--- config.mk ---
export PLATFORM = sky130hd
export DESIGN_NAME = hazard_ctrl
export DESIGN_NICKNAME = d
export VERILOG_FILES = /design/src/rtl/hazard_ctrl.sv
export SDC_FILE = /design/constraint.sdc
export NUM_CORES = 1
export LEC_CHECK = 0
export CAP_MARGIN = 20
export CORE_MARGIN = 2
export CORE_UTILIZATION = 46
export CTS_CLUSTER_DIAMETER = 150
export DETAILED_ROUTE_END_ITERATION = 8
export HOLD_SLACK_MARGIN = 0.12
export PLACE_DENSITY = 0.79
export SLEW_MARGIN = 30
export SYNTH_ARGS = -nofsm -noshare
export SYNTH_HDL_FRONTEND = slang
export SYNTH_SLANG_ARGS = --single-unit
--- constraint.sdc ---
create_clock -name clk -period 2.1 [get_ports clk]
set_input_delay 0.315 -clock clk [delete_from_list [all_inputs] [get_ports clk]]
set_output_delay 0.315 -clock clk [all_outputs]
set_load 0.05 [all_outputs]
--- src/rtl/hazard_ctrl.sv ---
// Hazard, forwarding and pipeline-occupancy controller for the F/D/E/M/W core.
// Drives every stall, flush and forward-select of the datapath; tracks stage valids.
module hazard_ctrl #(
  parameter int REG_ADDR_WIDTH = 5,
  parameter bit FWD_EN         = 1'b1,
  parameter int CNT_WIDTH      = 32
) (
  input  logic                      clk,
  input  logic                      reset,
  input  logic [REG_ADDR_WIDTH-1:0] Rs1D,
  input  logic [REG_ADDR_WIDTH-1:0] Rs2D,
  input  logic [REG_ADDR_WIDTH-1:0] Rs1E,
  input  logic [REG_ADDR_WIDTH-1:0] Rs2E,
  input  logic [REG_ADDR_WIDTH-1:0] RdE,
  input  logic                      RegWriteE,
  input  logic                      ResultSrcE0,
  input  logic                      PCSrcE,
  input  logic                      ExBusyE,
  input  logic [REG_ADDR_WIDTH-1:0] RdM,
  input  logic                      RegWriteM,
  input  logic                      MemReqM,
  input  logic                      MemReadyM,
  input  logic [REG_ADDR_WIDTH-1:0] RdW,
  input  logic                      RegWriteW,
  output logic                      StallF,
  output logic                      StallD,
  output logic                      StallE,
  output logic                      StallM,
  output logic                      FlushD,
  output logic                      FlushE,
  output logic                      FlushM,
  output logic                      FlushW,
  output logic [1:0]                ForwardAE,
  output logic [1:0]                ForwardBE,
  output logic                      ValidD,
  output logic                      ValidE,
  output logic                      ValidM,
  output logic                      ValidW,
  output logic [CNT_WIDTH-1:0]      StallCnt,
  output logic [CNT_WIDTH-1:0]      FlushCnt
);

  localparam logic [REG_ADDR_WIDTH-1:0] X0 = '0;

  logic prodE;
  logic prodM;
  logic prodW;
  logic hitED;
  logic hitMD;
  logic memWait;
  logic exWait;
  logic lwStall;
  logic rawStall;
  logic selMem;
  logic selEx;
  logic selBr;
  logic selLd;

  // Bubbles carry stale Rd fields, so every producer is gated by its valid.
  assign prodE = ValidE & RegWriteE & (RdE != X0);
  assign prodM = ValidM & RegWriteM & (RdM != X0);
  assign prodW = ValidW & RegWriteW & (RdW != X0);

  assign hitED = prodE & ((RdE == Rs1D) | (RdE == Rs2D));
  assign hitMD = prodM & ((RdM == Rs1D) | (RdM == Rs2D));

  assign memWait = ValidM & MemReqM & ~MemReadyM;
  assign exWait  = ValidE & ExBusyE;
  assign lwStall = hitED & ResultSrcE0 & ValidD;

  generate
    if (FWD_EN) begin : gRawOff
      assign rawStall = 1'b0;
    end else begin : gRawOn
      assign rawStall = ValidD & (hitED | hitMD);
    end
  endgenerate

  assign selMem = memWait;
  assign selEx  = ~memWait & exWait;
  assign selBr  = ~memWait & ~exWait & PCSrcE;
  assign selLd  = ~memWait & ~exWait & ~PCSrcE
                & (lwStall | rawStall);

  always_comb begin
    StallF = 1'b0;
    StallD = 1'b0;
    StallE = 1'b0;
    StallM = 1'b0;
    FlushD = 1'b0;
    FlushE = 1'b0;
    FlushM = 1'b0;
    FlushW = 1'b0;
    unique case (1'b1)
      selMem: begin
        StallF = 1'b1;
        StallD = 1'b1;
        StallE = 1'b1;
        StallM = 1'b1;
        FlushW = 1'b1;
      end
      selEx: begin
        StallF = 1'b1;
        StallD = 1'b1;
        StallE = 1'b1;
        FlushM = 1'b1;
      end
      selBr: begin
        FlushD = 1'b1;
        FlushE = 1'b1;
      end
      selLd: begin
        StallF = 1'b1;
        StallD = 1'b1;
        FlushE = 1'b1;
      end
      default: begin
        StallF = 1'b0;
      end
    endcase
  end

  generate
    if (FWD_EN) begin : gFwd
      always_comb begin
        ForwardAE = 2'b00;
        ForwardBE = 2'b00;
        if (prodM && (RdM == Rs1E)) begin
          ForwardAE = 2'b10;
        end else if (prodW && (RdW == Rs1E)) begin
          ForwardAE = 2'b01;
        end
        if (prodM && (RdM == Rs2E)) begin
          ForwardBE = 2'b10;
        end else if (prodW && (RdW == Rs2E)) begin
          ForwardBE = 2'b01;
        end
      end
    end else begin : gNoFwd
      assign ForwardAE = 2'b00;
      assign ForwardBE = 2'b00;
    end
  endgenerate

  // Fetch always supplies a real instruction, so D refills with 1.
  always_ff @(posedge clk) begin
    if (reset) begin
      ValidD <= 1'b0;
      ValidE <= 1'b0;
      ValidM <= 1'b0;
      ValidW <= 1'b0;
    end else begin
      ValidD <= FlushD ? 1'b0 : (StallD ? ValidD : 1'b1);
      ValidE <= FlushE ? 1'b0 : (StallE ? ValidE : ValidD);
      ValidM <= FlushM ? 1'b0 : (StallM ? ValidM : ValidE);
      ValidW <= FlushW ? 1'b0 : ValidM;
    end
  end

  always_ff @(posedge clk) begin
    if (reset) begin
      StallCnt <= '0;
      FlushCnt <= '0;
    end else begin
      if (StallF && (StallCnt != '1)) begin
        StallCnt <= StallCnt + 1'b1;
      end
      if (FlushD && (FlushCnt != '1)) begin
        FlushCnt <= FlushCnt + 1'b1;
      end
    end
  end

endmodule
==> summary.md <==
| Metric | Value |
|---|---|
| Outcome | finished, violations left |
| Failing checks | setup timing |
| Area delta synth->final | 61.6% |
| Setup CP Type | input pin to primary output |
| Placed Area | 5450 µm² |
| Synth top area share | 0.374 |
| FF-to-FF End | StallCnt[18] |
| Top-count cell post-synth | nor2_1 |
| Unrepaired setup endpoints after global routing | yes |
| Flops & latches, synth | 68 |
| Largest net degree at the start of global routing | 29 |
| PwrDens | 459 nW/µm² |
| Arr. time, crit path | 1.80 ns |
| Setup crit end kind | primary output |
| Starting Density | 0.473 |
| Clock Tree Buf Depth | 2 |
| Die Ht | 92.9 µm |
| Fin. Hold Viols | 0 |
| Number of global-route vias before repair | 3745 |
| Hpwl dp | 8.00 mm |
| Delay-heaviest family, CP | simple AND/OR/NAND/NOR gates |
| HP Start | reset |
| Hold_ws | 0.426 ns |
| Synth cell types | 46 |
| Min Clock Period, post-route | 2.11 ns |
| CTS tree | yes |
| Slew Limit Fails | 0 |
| Worst r2r src | StallCnt[12] |
| GR Overflow Total | 0 |
| Placed cell count | 693 |
| Detailed-route vias per instance | 5.36 |
| First-pass DRT Iterations | 5 |
| Final ANT Viol Nets | 0 |
| Clock root buffer | clkbuf_8 |
| Critical path startpoint | Rs1E[4] |
| Slew headroom | 0.644 |
| Net Count, Synth | 487 |
| Area leader, netlist | dfxtp_1 |
| Post-route DRC | 0 |
| Peak supply drop | 0.000347 V |
| Htree depth | 3 |
| Hold depth | 2 |
| ANT cells | 0 |
| Fmax | 473 MHz |
| Synthesized instance count | 440 |
| Total core area | 7690 µm² |
| Mean post-synth cell area | 8.26 µm² |
| Worst-path maximum fanout | 2 |
| Critical path data required time | 1.78 ns |
| Fin worst setup slack | -0.0137 ns |
| Share of layout cells above drive strength 1 | 0.261 |
| Final Skew | 0.0113 ns |
| Post-route cell area | 5880 µm² |
| Hold-fix buffers at CTS | 0 |
| LEAKAGE | 2.34 nW |
| Hold Path End | FlushCnt[25] |
| Vias | 3851 |
| DR iter-0 viols | 166 |
| Synth area leaders | dfxtp_1, xor2_1, nor2_1 |
| Sink Count | 68 |
| Post-Layout Cell Count | 718 |
| Fill count | 558 |
| NumNets Final | 658 |
| Max Cap Viol | 0 |
| Mapped Area | 3640 µm² |
| Crit path launch type | input pin |
| Final Setup Violations | 1 |
| Predominant post-synthesis flop cell | dfxtp_1 |
| Critical path, cell by cell | dlygate4sd2_1 -> xor2_1 -> or4_4 -> nor4_4 -> buf_12 |
| Post-synth EDFFs | 0 |
| Fraction of registers with async set/reset | 0 |
| Top post-synthesis cells by count | nor2_1, xor2_1, dfxtp_1 |
| CP peak stage delay | 0.53 ns |
| Initial antenna violation count | 0 |
| First-pass GRT wire length | 17.1 mm |
| Sequential-to-total area share from yosys stat | 0.374 |
| Worst-margin pin slew | 0.533 ns |
| R2r worst-path depth | 8 |
| Std-Cell Rows | 32 |
| Worst-Skew Late Latency | 0.34 ns |
| Type of the most critical hold path | input pin to flip-flop |
| Crit share post-route | 1.01 |
| Yosys warnings | 0 |
| Final cell utilization of the core | 0.764 |
| Clk slew on worst S/H paths | 0.08 ns |
| Port bufs | 124 |
| Die area | 8630 µm² |
| R2R setup slack | 0.10 ns |
| Slowest stage cell, crit path | or4_4 |
| Die Wd | 92.9 µm |
| Average routed wire per standard cell | 15.2 µm |
| IO Count | 125 |
| GRT Overall Usage | 0.245 |
| WL final | 10.9 mm |
| Power consumption | 2.70 mW |
| WP buf/inv | 2 |
| Gpl congestion | 0.854 |
| TritonCTS Buffers | 9 |
## through the flow
step                      setup WS [ns]  setup TNS, ns
after floorplan                  -0.179         -0.357
after CTS                       -0.0661         -0.178
final                           -0.0137        -0.0137
after global placement           -0.380          -8.84
after detailed placement         -0.447         -11.64
after global routing            -0.0471         -0.169
## registers in the layout, indices dropped and copies added (netlist names)
name / count
ValidM: 1
ValidD: 1
FlushCnt: 32
ValidE: 1
ValidW: 1
StallCnt: 32
## logic make-up (layout without fill, tap and decap cells)
family / after synthesis / count (layout) / synth area share
XOR/XNOR: 81 / 81 / 0.195
flip-flops: 68 / 68 / 0.374
adder cells (fa/ha/maj): 2 / 2 / 0.00688
multiplexers: 2 / 2 / 0.00585
AO/OA/AOI/OAI: 33 / 33 / 0.0561
AND/OR/NAND/NOR: 231 / 231 / 0.334
buffers and inverters: 23 / 199 / 0.0279
## report_power, final
group / switching (mW) / leakage [nW] / internal (mW)
clock network: 0.505 / 0.0927 / 0.549
logic: 0.177 / 1.69 / 0.161
registers: 0.00743 / 0.563 / 1.30
total: 0.690 / 2.34 / 2.01
## worst register-to-register path, stage by stage, from the launching register on
cell and delay, ns:
dfxtp_2 0.34, and4_1 0.23, and2_4 0.18, and4_4 0.21, nand3_2 0.11, buf_4 0.25, nand3_2 0.12, or3_1 0.37
a21oi_2 0.13
## cells in the final DEF, fill, tap and decap left out, types with 5 or more instances in the layout
cell	count
a21oi_1	11
and3_1	15
and4_1	8
buf_12	9
buf_4	46
buf_6	10
clkbuf_2	5
clkbuf_8	9
clkdlybuf4s50_1	75
dfxtp_1	38
dfxtp_2	30
dlygate4sd2_1	6
dlymetal6s2s_1	18
inv_1	5
nand2_1	30
nand3_1	30
nand4_1	25
nor2_1	69
nor3_2	5
o21ai_0	8
or3_1	7
xnor2_1	11
xor2_1	67
## cell type report
type,instances,area [µm²],share of cell area
repair buffers,176,1750,0.297
well taps,102,128,0.0217
inverters,7,30.0,0.00511
clock buffers,10,128,0.0217
multi-input cells,349,2380,0.405
clock inverters,6,63.8,0.0109
flip-flops and latches,68,1400,0.238
## routing by layer
layer / up-vias / part of all wire / global-route usage
met5: - / 0 / 0
met4: 0 / 0.013 / 0.0821
met3: 14 / 0.067 / 0.0480
met2: 130 / 0.51 / 0.444
met1: 1836 / 0.41 / 0.289
li1: 1871 / - / -
## how the worst max path moves through the flow
stage                              end  slack, ns  cells after the start
after floorplan           ForwardAE[0]      -0.18                      4
after global placement    ForwardBE[0]      -0.38                      6
after detailed placement  StallCnt[18]      -0.45                     10
after CTS                 ForwardAE[0]      -0.07                      7
after global routing      ForwardAE[0]      -0.05                      4
final                     ForwardAE[0]      -0.01                      5
## what timing repair did
item / 4_1_cts / 5_1_grt
resized for setup: 45 / 52
pin swaps: 17 / 20
setup endpoints to repair: 12 / 16
buffers inserted: 7 / 3
Note: power is estimated with default switching activity, not from simulation.
==> RTL change 1: new RTL, same settings <==
`FWD_EN`: 1'b1 -> 1'b0.
--- a/src/rtl/hazard_ctrl.sv
+++ b/src/rtl/hazard_ctrl.sv
@@ -4,3 +4,3 @@
   parameter int REG_ADDR_WIDTH = 5,
-  parameter bit FWD_EN         = 1'b1,
+  parameter bit FWD_EN         = 1'b0,
   parameter int CNT_WIDTH      = 32
Formal check against the unedited RTL: not equivalent (a bounded check fails within 4 cycles, from zero or initial values and one cycle with reset high).
==> RTL change 1 against the original RTL <==
  * The flow still finishes with violations (negative setup slack)
  * Power decreased by 2.1%
  * Clock skew increased by 4.6 ps
  * Synthesized area increased by 0.79%
  * Sequential cell count unchanged
  * Die area increased by 0.75%
  * Cell area increased by 0.72%
  * Worst setup slack got worse by 61 ps
  * Cell count decreased by 0.14%
  * Routed wire length increased by 5.7%
==> RTL change 1: results (changes against the original RTL) <==
Global route
  • Combined global-route utilization of all metal layers: 0.255 (was 0.245)
  • Via count of the first global-routing pass: 3768 (was 3745)
  • First-pass GRT wire length: 17.9 mm (was 17.1 mm)
  • Largest net degree at the start of global routing: 32 (was 29)

Placed design
  • Detailed placer's ending HPWL: 7.56 mm (was 8.00 mm)
  • Global placement routability congestion: 0.797 (was 0.854)
  • Port-buffer cells: 103 (was 124)
  • Setup Slack @ Placement: -523 ps (was -447 ps)
  • Count of placed standard cells including taps: 678 (was 693)

Logic synthesis
  • Compound-cell area share of the yosys netlist: 0.0802 (was 0.0561)
  • Cell variety after synth: 48 (was 46)
  • Part of the Yosys area used for sequential elements: 0.371 (was 0.374)
  • Most used standard cells in the synthesized netlist: sky130_fd_sc_hd__dfxtp_1, sky130_fd_sc_hd__nor2_1, sky130_fd_sc_hd__xor2_1 (was sky130_fd_sc_hd__nor2_1, sky130_fd_sc_hd__xor2_1, sky130_fd_sc_hd__dfxtp_1)
  • Adder and majority gate portion of the synthesized area: 0.00683 (was 0.00688)
  • Fraction of synthesized area in multiplexers: 0.0604 (was 0.00585)
  • Xor/xnor share of the synthesized area: 0.124 (was 0.195)
  • Synthesized area divided by synthesized cell count: 8.35 sq um (was 8.26 sq um)

Power
  • Peak supply drop: 0.369 mV (was 0.347 mV)
  • LEAKAGE: 2.33 nW (was 2.34 nW)

Clock network
  • Worst-path clk slew: 60 ps (was 80 ps)

Setup path
  • Beginning of the worst register-to-register path: ValidM (was StallCnt[12])
  • Register-to-register path setup slack: -60 ps (was 100 ps)
  • Number of cells on the worst reg-to-reg path: 9 (was 8)

Run status
  • Run status: finished with violations (unchanged)
  • Violated checks: negative setup slack (unchanged)

Min path
  • Destination of the worst hold path: FlushCnt[4] (was FlushCnt[25])

Cells and area
  • Nets: 657 (was 658)
  • Filler-free cell count of the finished design: 717 (was 718)
  • Layout filler cell count: 535 (was 558)

STA
  • Slew at the pin closest to its max-slew limit: 531 ps (was 533 ps)
  • Post-route setup slack: -74.4 ps (was -13.7 ps)
  • Setup violators final: 15 (was 1)
  • Clk_skew: 15.9 ps (was 11.3 ps)

Route
  • Drt first-iter violations: 195 (was 166)
  • Routed Wire Length: 11.6 mm (was 10.9 mm)
  • First-pass detailed-route iteration total: 4 (was 5)
RTL change 1: cell types whose count changed in the layout (fill, tap and decap cells not counted), sizes merged, moves of 6 or more:
cell          delta
buf             +25
dlygate4sd2      +9
dlymetal6s2s    -18
mux2            +16
nand2           -15
nor2b           +14
o21ai            -6
xor2            -26
RTL change 1: area by class of cell:
| type | instances | area [sq um] | area share |
|---|---|---|---|
| Tap cell | 102 | 128 | 0.0216 |
| Multi-Input combinational cell | 337 | 2420 | 0.409 |
| Inverter | 13 | 60.1 | 0.0101 |
| Sequential cell | 68 | 1450 | 0.244 |
| Clock buffer | 15 | 188 | 0.0317 |
| Timing Repair Buffer | 181 | 1670 | 0.283 |
| Clock inverter | 1 | 5.00 | 0.000845 |
RTL change 1: kinds of logic (layout without fill, tap and decap cells):
family,after synthesis,after routing
adder cells (fa/ha/maj),2,2
multiplexers,20,20
buffers and inverters,37,210
AND/OR/NAND/NOR,217,217
flip-flops,68,68
XOR/XNOR,52,52
other,1,4
AO/OA/AOI/OAI,42,42
RTL change 1: power breakdown:
| part | switching, mW | internal, mW | leakage, nW |
|---|---|---|---|
| Combinational | 0.174 | 0.124 | 1.66 |
| Sequential | 0.0100 | 1.28 | 0.571 |
| Clock | 0.490 | 0.566 | 0.0989 |
| Total | 0.674 | 1.97 | 2.33 |
RTL change 1: critical path: cells and delay by family:
| family | cells | cell delay [ps] |
|---|---|---|
| AOI/OAI and AO/OA | 2 | 430 |
| buffers and inverters | 3 | 400 |
| and+or+nand+nor | 2 | 700 |
RTL change 1: worst max-delay path by stage:
stage                 from           end  slack [ps]
detailed placement  RdE[3]  StallCnt[26]        -520
global route        RdM[4]        StallF        -130
floorplan           ValidM  FlushCnt[30]        -200
global placement    RdE[3]  StallCnt[26]        -470
finish              RdM[3]        StallF         -70
CTS                 ValidM  StallCnt[19]         -80
RTL change 1: per-layer routing:
| layer | up-vias | track usage | wire, um |
|---|---|---|---|
| met1 | 1853 | 0.301 | 4880 |
| met3 | 14 | 0.0532 | 573 |
| li1 | 1863 | - | - |
| met2 | 104 | 0.458 | 5950 |
| met5 | - | 0 | 0 |
| met4 | 0 | 0.0846 | 160 |
RTL change 1: stage by stage:
step,hold slack [ps],area [sq um],power (mW),TNS (ps),util
detailed placement,501,5340,1.60,-19840,0.691
floorplan,486,3850,1.47,-2070,-
finish,422,5920,2.64,-551,0.766
global route,439,5920,2.73,-2000,0.766
CTS,408,5780,2.65,-1010,0.748
global placement,487,5340,1.60,-17130,0.691
RTL change 1: repair_timing:
action                     in CTS  in global routing
setup buffers                  14                 10
hold buffers                    0                  0
gates resized for setup        77                 39
pin swaps                      21                 20
cloned                          2                  1
setup endpoints to repair      29                 52
==> RTL change 2: new RTL, config.mk and constraints unchanged <==
Made on the original files. Reset style: asynchronous (`reset`), changed in 2 clocked blocks.
--- a/src/rtl/hazard_ctrl.sv
+++ b/src/rtl/hazard_ctrl.sv
@@ -145,3 +145,3 @@
   // Fetch always supplies a real instruction, so D refills with 1.
-  always_ff @(posedge clk) begin
+  always_ff @(posedge clk or posedge reset) begin
     if (reset) begin
@@ -159,3 +159,3 @@
 
-  always_ff @(posedge clk) begin
+  always_ff @(posedge clk or posedge reset) begin
     if (reset) begin
Function: differs if reset is asserted again (counterexample within 4 cycles, from zero or initial values and one cycle with reset high); with reset held inactive, the same outputs for 10 cycles.
==> RTL change 2 against the original RTL <==
  * The run still ends with negative setup slack left
  * Worst setup slack lost 100 ps
  * Global-route usage shrank 0.33 points
  * Routed wire length shrank 6.9%
  * Sequential cell count is the same
  * First-iteration DRC count shrank 47%
  * Via count shrank 14%
  * Maximum frequency shrank 4.7%
  * Synthesized area shrank 0.96%
  * Cell count shrank 11%
  * Die area shrank 0.92%
  * Cell area shrank 0.55%
Power is not compared: it rests on default switching activity, and its combinational part moved more than twofold at a synthesized area within 25%.
==> RTL change 2: results (changes against the original RTL) <==
Global route
  • Via count of the first global-routing pass: 3316 (was 3745)
  • Largest net degree at the start of global routing: 69 (was 29)
  • First-pass GRT wire length: 16.5 mm (was 17.1 mm)
  • Combined global-route utilization of all metal layers: 0.242 (was 0.245)
  • Initial antenna violation count: 1 (was 0)

Setup path
  • Beginning of the worst register-to-register path: StallCnt[1] (was StallCnt[12])
  • Data arrival time of the worst path: 1900 ps (was 1800 ps)
  • Critical path launch point: ValidW (was Rs1E[4])
  • Register-to-register path setup slack: 150 ps (was 100 ps)

Logic synthesis
  • Share of synthesized registers carrying an async set or reset: 1.00 (was 0)
  • Part of the Yosys area used for sequential elements: 0.473 (was 0.374)
  • Number of nets produced by synthesis: 399 (was 487)
  • Most instantiated flip-flop cell in the synthesis netlist: sky130_fd_sc_hd__dfrtp_1 (was sky130_fd_sc_hd__dfxtp_1)
  • Main area contributors after synthesis: sky130_fd_sc_hd__dfrtp_1, sky130_fd_sc_hd__xnor2_1, sky130_fd_sc_hd__xor2_1, sky130_fd_sc_hd__nand4_1, sky130_fd_sc_hd__nand3_1 (was sky130_fd_sc_hd__dfxtp_1, sky130_fd_sc_hd__xor2_1, sky130_fd_sc_hd__nor2_1, sky130_fd_sc_hd__nand3_1, sky130_fd_sc_hd__nand4_1)
  • Cell variety after synth: 38 (was 46)
  • Most used standard cells in the synthesized netlist: sky130_fd_sc_hd__dfrtp_1, sky130_fd_sc_hd__xnor2_1, sky130_fd_sc_hd__xor2_1 (was sky130_fd_sc_hd__nor2_1, sky130_fd_sc_hd__xor2_1, sky130_fd_sc_hd__dfxtp_1)

Cells and area
  • Nets: 580 (was 658)
  • Layout cells sized above 1: 0.251 (was 0.261)

Run status
  • Run status: finished with violations (unchanged)
  • Violated checks: negative setup slack (unchanged)

STA
  • Post-route setup slack: -117 ps (was -13.7 ps)
  • Worst slew slack as a fraction of its limit: 0.636 (was 0.644)
  • Setup TNS: -234 ps (was -13.7 ps)
  • Setup violators final: 2 (was 1)
  • Clk_skew: 14.9 ps (was 11.3 ps)

Route
  • First-pass detailed-route iteration total: 4 (was 5)
  • Routed wire per std cell: 15.9 um (was 15.2 um)

Placed design
  • Detailed placer's ending HPWL: 7.54 mm (was 8.00 mm)
  • Global placement routability congestion: 0.845 (was 0.854)
==> RTL change 2: cell count changes after synthesis, moves of 3 or more <==
| cell | delta |
|---|---|
| sky130_fd_sc_hd__or3_1 | -7 |
| sky130_fd_sc_hd__xor2_1 | -35 |
| sky130_fd_sc_hd__dfrtp_1 | +68 |
| sky130_fd_sc_hd__and4_1 | -5 |
| sky130_fd_sc_hd__a21oi_1 | -10 |
| sky130_fd_sc_hd__o21ai_0 | -7 |
| sky130_fd_sc_hd__clkbuf_1 | -5 |
| sky130_fd_sc_hd__nor2_1 | -48 |
| sky130_fd_sc_hd__nand3_1 | -9 |
| sky130_fd_sc_hd__nand4_1 | +9 |
| sky130_fd_sc_hd__dfxtp_1 | -68 |
| sky130_fd_sc_hd__nor2b_1 | -3 |
| sky130_fd_sc_hd__xnor2_1 | +46 |
==> RTL change 2: metrics by stage <==
stage / area, sq um / std cells / total power, mW / hold slack, ps
5_1_grt: 5840 / 641 / 4.10 / 405
6_report: 5840 / 641 / 3.93 / 363
2_1_floorplan: 3720 / 352 / 2.31 / 419
3_5_place_dp: 5490 / 617 / 2.86 / 473
4_1_cts: 5770 / 637 / 3.95 / 377
3_3_place_gp: 5490 / 617 / 2.82 / 474
==> RTL change 2: repair_timing <==
action,4_1_cts,5_1_grt
resized for setup,44,12
setup buffers,5,3
setup endpoints to repair,7,11
gates cloned,0,0
pin swaps,12,9
hold endpoints to repair,0,0
==> RTL change 2: power by group through the flow <==
stage	sequential (mW)	combinational, mW	clock [mW]
2_1_floorplan	1.93	0.389	0
3_3_place_gp	1.58	1.24	0
3_5_place_dp	1.59	1.27	0
4_1_cts	1.56	1.30	1.09
5_1_grt	1.58	1.38	1.14
6_report	1.56	1.31	1.06
==> RTL change 2: kinds of logic after synthesis <==
logic type,after synthesis,share of synthesized area
flops,68,0.473
mux,1,0.00313
xor+xnor,92,0.224
compound gates,18,0.0375
fa+ha+maj,2,0.00695
buf+inv,16,0.0202
simple gates,155,0.236
==> RTL change 2: worst max-delay path by stage <==
stage | depth (start not counted) | slack (ps) | end
after floorplan | 4 | -180 | ForwardAE[0]
after global placement | 6 | -340 | ForwardBE[0]
after detailed placement | 6 | -360 | ForwardBE[0]
after CTS | 8 | -210 | ForwardBE[0]
after global routing | 4 | -190 | ForwardBE[0]
final | 4 | -120 | ForwardBE[0]
==> RTL change 2: layer usage <==
layer  global-route usage  share of wire
met1                0.301           0.42
met2                0.403           0.49
met3               0.0692          0.072
met4               0.0858          0.016
met5                    0              0
==> RTL change 2: cell type report <==
type,instances,area [sq um]
multi-input cells,268,2000
fillers,546,1800
repair buffers,179,1760
flip-flops and latches,68,1730
clock buffers,10,128
well taps,102,128
clock inverters,6,65.1
inverters,7,31.3
diodes,1,2.50
